### src/rtl/fifo_rd_stream_pkg.sv
// Shared constants and helpers for the FIFO read-side stream drain.
// Covers the queue depth, ceil-log2 sizing and mod-3 pointer stepping.
package fifo_rd_stream_pkg;

  localparam int QDEPTH = 3;

  function automatic int clog2_min1(input int n);
    int w;
    w = 0;
    while ((1 << w) < n) w++;
    return (w < 1) ? 1 : w;
  endfunction

  function automatic logic [1:0] ptr_inc(input logic [1:0] p);
    return (p == 2'd2) ? 2'd0 : p + 2'd1;
  endfunction

endpackage

### src/rtl/fifo_rd_buf.sv
// Three-entry register queue with mod-3 pointers, occupancy and synchronous clear.
// Pushes into a full queue and pops from an empty queue are ignored.
module fifo_rd_buf
  import fifo_rd_stream_pkg::*;
#(
  parameter int DATA_WIDTH = 16
) (
  input  logic                  clk_i,
  input  logic                  rst_n_i,
  input  logic                  clear_i,
  input  logic                  push_i,
  input  logic [DATA_WIDTH-1:0] push_data_i,
  input  logic                  pop_i,
  output logic [DATA_WIDTH-1:0] head_data_o,
  output logic [1:0]            occ_o
);

  logic [DATA_WIDTH-1:0] mem_q [QDEPTH];
  logic [1:0]            wr_ptr_q, wr_ptr_d;
  logic [1:0]            rd_ptr_q, rd_ptr_d;
  logic [1:0]            occ_q, occ_d;
  logic                  push_ok, pop_ok;

  assign push_ok = push_i && (occ_q != 2'd3);
  assign pop_ok  = pop_i && (occ_q != 2'd0);

  always_comb begin
    wr_ptr_d = wr_ptr_q;
    rd_ptr_d = rd_ptr_q;
    occ_d    = occ_q;
    if (clear_i) begin
      wr_ptr_d = 2'd0;
      rd_ptr_d = 2'd0;
      occ_d    = 2'd0;
    end else begin
      if (push_ok) wr_ptr_d = ptr_inc(wr_ptr_q);
      if (pop_ok)  rd_ptr_d = ptr_inc(rd_ptr_q);
      occ_d = occ_q + {1'b0, push_ok} - {1'b0, pop_ok};
    end
  end

  always_ff @(posedge clk_i or negedge rst_n_i) begin
    if (!rst_n_i) begin
      wr_ptr_q <= 2'd0;
      rd_ptr_q <= 2'd0;
      occ_q    <= 2'd0;
    end else begin
      wr_ptr_q <= wr_ptr_d;
      rd_ptr_q <= rd_ptr_d;
      occ_q    <= occ_d;
    end
  end

  // Storage is reset so the head word reads as zero out of reset.
  always_ff @(posedge clk_i or negedge rst_n_i) begin
    if (!rst_n_i) begin
      for (int i = 0; i < QDEPTH; i++) mem_q[i] <= '0;
    end else if (!clear_i && push_ok) begin
      mem_q[wr_ptr_q] <= push_data_i;
    end
  end

  assign head_data_o = mem_q[rd_ptr_q];
  assign occ_o       = occ_q;

endmodule

### src/rtl/fifo_rd_stream.sv
// Drains a FIFO read port (1-cycle read latency) into a valid/ready stream
// through a 3-entry queue, with credit-based read issue and per-burst last flag.
module fifo_rd_stream
  import fifo_rd_stream_pkg::*;
#(
  parameter int DATA_WIDTH = 16,
  parameter int BURST_LEN  = 16
) (
  input  logic                  rd_clk,
  input  logic                  rd_rstn,
  input  logic                  flush,
  input  logic                  fifo_empty,
  input  logic [DATA_WIDTH-1:0] fifo_dout,
  output logic                  fifo_rd_en,
  output logic                  m_valid,
  input  logic                  m_ready,
  output logic [DATA_WIDTH-1:0] m_data,
  output logic                  m_last,
  output logic [1:0]            level
);

  localparam int              CNT_W    = clog2_min1(BURST_LEN);
  localparam logic [CNT_W-1:0] LAST_CNT = CNT_W'(BURST_LEN - 1);

  logic             inflight_q;
  logic [CNT_W-1:0] cnt_q, cnt_d;
  logic [1:0]       occ;
  logic             capture, pop;
  logic             credit_ok;

  // Outstanding reads count against queue space so a returning word always fits.
  assign credit_ok  = ({1'b0, occ} + {2'b0, inflight_q}) < 3'd3;
  assign fifo_rd_en = rd_rstn && !fifo_empty && !flush && credit_ok;

  assign capture = inflight_q && !flush;
  assign m_valid = (occ != 2'd0);
  assign pop     = m_valid && m_ready;
  assign level   = occ;
  assign m_last  = m_valid && (cnt_q == LAST_CNT);

  always_comb begin
    cnt_d = cnt_q;
    if (flush) begin
      cnt_d = '0;
    end else if (pop) begin
      cnt_d = (cnt_q == LAST_CNT) ? '0 : cnt_q + 1'b1;
    end
  end

  always_ff @(posedge rd_clk or negedge rd_rstn) begin
    if (!rd_rstn) begin
      inflight_q <= 1'b0;
      cnt_q      <= '0;
    end else begin
      inflight_q <= fifo_rd_en;
      cnt_q      <= cnt_d;
    end
  end

  fifo_rd_buf #(
    .DATA_WIDTH(DATA_WIDTH)
  ) u_buf (
    .clk_i      (rd_clk),
    .rst_n_i    (rd_rstn),
    .clear_i    (flush),
    .push_i     (capture),
    .push_data_i(fifo_dout),
    .pop_i      (pop),
    .head_data_o(m_data),
    .occ_o      (occ)
  );

endmodule
### config.mk
export PLATFORM = sky130hd
export DESIGN_NAME = fifo_rd_stream
export DESIGN_NICKNAME = d
export VERILOG_FILES = /design/src/rtl/fifo_rd_stream_pkg.sv /design/src/rtl/fifo_rd_buf.sv /design/src/rtl/fifo_rd_stream.sv
export SDC_FILE = /design/constraint.sdc
export NUM_CORES = 1
export LEC_CHECK = 0
export CORE_ASPECT_RATIO = 0.7
export CORE_MARGIN = 2
export CORE_UTILIZATION = 53
export DETAILED_ROUTE_END_ITERATION = 10
export PLACE_DENSITY = 0.79
export SETUP_SLACK_MARGIN = 0.4
export SLEW_MARGIN = 20
export SYNTH_ARGS = -nofsm -noshare
export SYNTH_HDL_FRONTEND = slang
export SYNTH_SLANG_ARGS = --single-unit
### constraint.sdc
create_clock -name rd_clk -period 2.7 [get_ports rd_clk]
set_input_delay 0.54 -clock rd_clk [delete_from_list [all_inputs] [get_ports rd_clk]]
set_output_delay 0.54 -clock rd_clk [all_outputs]
set_load 0.02 [all_outputs]
* Word level (Yosys, flattened, before mapping)
Cells that the tools add are included.
Storage, ports and cells: bits in registers 59, latch bits 0, memory bits (writable) 0, bits in read-only memories 0, input bits 21, output and inout port bits 21, logic and storage cells 56, memories kept 0
Cells by class: add/sub/neg operators 6, multiply operators 0, div/mod/pow operators 0, magnitude comparators 4, equal/unequal tests 4, shift operators 0, multiplexer cells 16, bitwise operators 2, reduce and logical (&&, ||, !) cells 16
Operators by type and width (number):
- 48-bit bitwise mux | 1
- 16-bit two-way mux | 3
- 16-bit binary-select mux with 2-bit select | 1
- 16-bit demux with 2-bit select | 1
- 2-bit two-way mux | 7
- 4-bit two-way mux | 3
- 1-bit logical AND | 10
- 2-bit nonzero test | 4
- 3-bit greater-or-equal comparator (second input constant) | 2
- 2-bit NOT with 3-bit output | 2
- 2-bit by 1-bit adder with 2-bit output (second input constant) | 2
- 4-bit by 1-bit adder with 4-bit output (second input constant) | 1
- 2-bit equality test (second input constant) | 2
- 4-bit equality test (second input constant) | 1
- 2-bit by 1-bit adder with 3-bit output | 1
- 3-bit by 1-bit less-than comparator with 1-bit output (second input constant) | 1
- 3-bit by 2-bit less-than comparator with 1-bit output (second input constant) | 1
- 2-bit by 1-bit adder with 2-bit output | 1
- 1-bit logical NOT | 2
- 2-bit != test (second input constant) | 1
- 2-bit by 1-bit subtractor with 2-bit output | 1

* Depth between registers and ports, before layout
depth after elaboration 6, gate-level depth with buffers 8, mapped depth without buffers 7

* Cells and area by module
A second synthesis with hierarchy kept.
Unflattened totals: cells, all modules 213, area, all modules 2765.2 sq um
Modules (own cells, without submodules):
- fifo_rd_buf | times used 1, cells each 184, area an instance 2463.6 sq um, seq. area each 1351.3 sq um
- fifo_rd_stream | times used 1, cells each 29, area an instance 301.5 sq um, seq. area each 125.1 sq um

* Worst setup path before layout
OpenSTA, ideal clock, no wires.
path type register -> output, start register u_buf.occ_q[0], in the netlist u_buf.occ_o[0], end output fifo_rd_en, arrival time 1.876 ns, required time 2.160 ns, path slack 0.284 ns, stages on the path, launching flop included 5, buffers on the path 0, cell sequence dfrtp_1 ha_1 ha_1 or4b_2 a21oi_1
Between the ends: longest elaborated chain between the ends 3
Ends and longest elaborated chain:
- start: declaration | RTL line fifo_rd_buf.sv:21 | logic [1:0] occ_q, occ_d;
- start signal: assignment | RTL line fifo_rd_buf.sv:46 | occ_q <= 2'd0;
- start signal: assignment | RTL line fifo_rd_buf.sv:50 | occ_q <= occ_d;
- 2-bit by 1-bit adder with 3-bit output | RTL line fifo_rd_stream.sv:32 | assign credit_ok = ({1'b0, occ} + {2'b0, inflight_q}) < 3'd3;
- 3-bit by 2-bit less-than comparator with 1-bit output | RTL line fifo_rd_stream.sv:32
- 1-bit logical AND | RTL line fifo_rd_stream.sv:33 | assign fifo_rd_en = rd_rstn && !fifo_empty && !flush && credit_ok;
- end: declaration | RTL line fifo_rd_stream.sv:14 | output logic fifo_rd_en,
Every way passes these cells.

* Worst setup path after layout
start register inflight_q, end output fifo_rd_en
Between the ends: longest elaborated chain between the ends 3
Ends and longest elaborated chain:
- start: declaration | RTL line fifo_rd_stream.sv:25 | logic inflight_q;
- start signal: assignment | RTL line fifo_rd_stream.sv:55 | inflight_q <= fifo_rd_en;
- 2-bit by 1-bit adder with 3-bit output | RTL line fifo_rd_stream.sv:32
- 3-bit by 2-bit less-than comparator with 1-bit output | RTL line fifo_rd_stream.sv:32
- 1-bit logical AND | RTL line fifo_rd_stream.sv:33
Every way passes these cells.

==> results.py <==
metrics = {
    "sta": {
        "rsz0062_at_grt": "true",
        "setup-violations-final": 0,
        "finClkSkew_ns": 0.00789,
        "finalWorstSetupSlack_ns": 0.314,
        "min_period_ns": 2.39,
        "slew-limit-headroom_pct": 51.6,
        "fin_crit_sh_pct": 88.4,
        "worst_max_slew_pin_slew_ns": 0.726,
        "max_freq_mhz": 419,
        "finalHoldViolations": 0,
        "finalMaxSlewViolations": 0,
    },
    "floorplanning": {
        "floorplan_core_area_mm2": 0.00491,
        "die_h_um": 64.5,
        "placement_rows": 21,
        "boundaryPins": 42,
        "die-area_mm2": 0.00584,
        "die-width_um": 90.5,
        "floorplan.initialDensity_pct": 56.4,
    },
    "grt": {
        "grt_first_pass_wirelength_mm": 8.95,
        "globalRouteOverflowTotal": 0,
        "grtUsageTotal_pct": 20.2,
        "first_global_vias": 1854,
        "number_of_antenna_violations_at_the_first_check_in_global_routing": 0,
        "largest_net_degree_at_the_start_of_global_routing": 60,
    },
    "logic_synthesis": {
        "post_synth_fa_ha_maj_area_fraction_pct": 2.26,
        "mappedNetlistNets": 242,
        "synth_top_family_by_area": "multiplexers",
        "netlist.area_leader.share_pct": 53.2,
        "synth_simple_gate_area_share_pct": 8.35,
        "post_synthesis_compound_gate_area_fraction_pct": 5.78,
        "seq_area_frac_synth_pct": 53.2,
        "yosys_register_bits": 59,
        "synth_xor_area_share_pct": 0.948,
        "yosys-mux-area-fraction_pct": 26.0,
        "yosys.cell_types.count": 28,
        "syn-cell-area_mm2": 0.00277,
        "yosysTopAreaCell": "dfrtp_1",
        "syn_area_per_cell_um2": 12.8,
        "total_number_of_yosys_warnings": 0,
        "synth.area.top_cells": "dfrtp_1, mux2_2, mux2i_1, o21ai_0, nand2_1",
        "syn-instance-count": 216,
    },
    "setup_path": {
        "worst-path-buf-inv": 1,
        "worst_ep_required_time_ns": 2.16,
        "timing.critical_path.slowest_cell_delay_ns": 0.52,
        "startpoint_type": "flop",
        "critical-path-top-delay-family": "simple AND/OR/NAND/NOR gates",
        "crit_path_max_fanout": 2,
        "critical-path-top-cell-by-count": "ha_2",
        "crit_arrival_ns": 1.85,
        "worstSetupEndpointType": "primary output",
        "cp_cell_sequence": "ha_2 -> ha_2 -> or4b_4 -> a21oi_4 -> buf_6",
        "critical_path.slowest_cell": "or4b_4",
        "worstSetupPathType": "flop to primary output",
    },
    "drt": {
        "avgViaCountPerCell": 5.28,
        "drt_pass1_iterations": 4,
        "drcViolationCount": 0,
        "drt_iter0_drc": 119,
        "wl_per_cell_um": 15.2,
        "drtAntennaViolNets": 0,
        "total_via_count_after_detailed_routing": 1812,
        "postRouteWirelength_mm": 5.20,
    },
    "finish": {
        "layout_commonest_cell": "dfrtp_1",
        "sequential_cell_area_mm2": 0.00148,
        "finalNonFillerCells": 343,
        "utilization_pct": 71.5,
        "diodes": 0,
        "post_route_cells_drive_above_1_share_pct": 32.8,
        "finalInstanceArea_mm2": 0.00351,
        "multi_input_comb_area_mm2": 0.00122,
        "num-nets-final": 296,
        "fill_cells": 372,
        "syn2layout_area_growth_pct": 26.7,
        "most-common-layout-cells": "dfrtp_1, mux2_2, nand2_1, clkdlybuf4s50_1, mux2i_1",
    },
    "hold_path": {
        "min_path_type": "input port to async pin",
    },
    "clocking": {
        "cts.htree.levels": 3,
        "cts_sinks": 59,
        "clk_transition_reported_paths_ns": 0.06,
        "cts_buffers": 9,
        "cts_tree": "yes",
        "cts_max_path_buffers": 2,
        "number_of_hold_buffers_added_after_cts": 0,
        "clk_latency_worst_skew_pair_ns": 0.33,
        "clk_root_buffer_cell": "clkbuf_8",
    },
    "place": {
        "pre_cts_slack_ns": -0.259,
        "placed_cells_incl_taps": 326,
        "place.detailed.hpwl_mm": 3.50,
        "post_dp_area_mm2": 0.00329,
        "port_buffers": 41,
        "place.gp.congestion": 0.687,
    },
    "pwr": {
        "power.density_mw_per_mm2": 782,
        "ir_worst_vdd_mv": 0.408,
        "design_power_total_w": 0.00275,
        "cellLeakagePower_nw": 1.61,
    },
    "flow_run": {
        "cap_violations": 0,
    },
    "status": {
        "run_status": "completed",
    },
}
[cells in the mapped netlist, drive strengths merged]
library cell,count
mux2i,18
o211ai,2
nor2,5
dfrtp,59
inv,3
nor2b,2
nor4,1
xnor2,1
clkbuf,6
a311o,1
mux2,48
buf,7
o21ai,18
or4b,1
nand2,21
or3,3
or3b,1
and4,1
xor2,2
nor4b,2
a21oi,7
or2,1
ha,5
a21bo,1
[logic make-up (layout without fill, tap and decap cells)]
group,Yosys count,after routing
xor gates and xnor gates,3,3
AOI/OAI and AO/OA,29,29
adders and majority gates,5,5
and+or+nand+nor,38,38
DFF,59,59
muxes,66,66
buffers and inverters,16,74
[worst paths after layout]
check | from | endpoint | slack, ns | depth (start not counted)
setup / recovery | inflight_q | fifo_rd_en | 0.31 | 5
hold / removal | rd_rstn | u_buf.occ_o[0] | 0.36 | 2
setup reg to reg | u_buf.occ_o[1] | u_buf.occ_o[1] | 0.70 | 8
hold reg to reg | u_buf.mem_q[43] | u_buf.mem_q[43] | 0.51 | 1
max in group asynchronous | rd_rstn | u_buf.mem_q[6] | 1.85 | 2
min in group rd_clk | u_buf.mem_q[43] | u_buf.mem_q[43] | 0.51 | 1
[per-layer routing]
layer / up-vias / wire [um] / global-route usage, %
met5: - / 0 / 0
li1: 875 / - / -
met2: 33 / 2380 / 31.2
met4: 0 / 49 / 6.35
met1: 896 / 2570 / 26.4
met3: 8 / 204 / 7.91
[power breakdown]
group | leakage [nW] | switching [W] | internal (W) | total, W
Sequential | 0.778 | 0.0000767 | 0.00103 | 0.00111
Combinational | 0.721 | 0.000420 | 0.000376 | 0.000796
Clock | 0.109 | 0.000318 | 0.000522 | 0.000840
Total | 1.61 | 0.000815 | 0.00193 | 0.00275
[worst reg2reg max path: cells and delay by family, from the launching register on]
family,cells,cell delay (ns)
XOR/XNOR,1,0.19
AO/OA/AOI/OAI,1,0.50
buffers and inverters,3,0.30
flip-flops,1,0.38
AND/OR/NAND/NOR,1,0.06
adder cells (fa/ha/maj),2,0.47
[what timing repair did]
| action | 4_1_cts | 5_1_grt |
|---|---|---|
| pin swaps | 0 | 2 |
| resized for setup | 26 | 7 |
| setup endpoints to repair | 18 | 4 |
| setup buffers | 1 | 1 |
[area by class of cell]
cell class	instances	area share, %
clock buffer	14	5.20
clock inverter	1	0.855
inverter	3	0.321
multi-input combinational	141	34.8
sequential	59	42.0
tap	69	2.46
timing repair buffer	56	14.3
[flip-flops by register name, summed over array words and instances, names as in the netlist]
signal	flops
cnt_q	4
u_buf.wr_ptr_q	2
u_buf.mem_q	48
u_buf.occ_o	2
inflight_q	1
u_buf.rd_ptr_q	2
[metrics by stage]
step,hold slack [ns],setup TNS (ns)
floorplan,0.244,0
global placement,0.488,-0.244
detailed placement,0.495,-0.259
CTS,0.387,0
global route,0.417,0
finish,0.365,0
No activity file was read; power rests on OpenSTA's default activity.
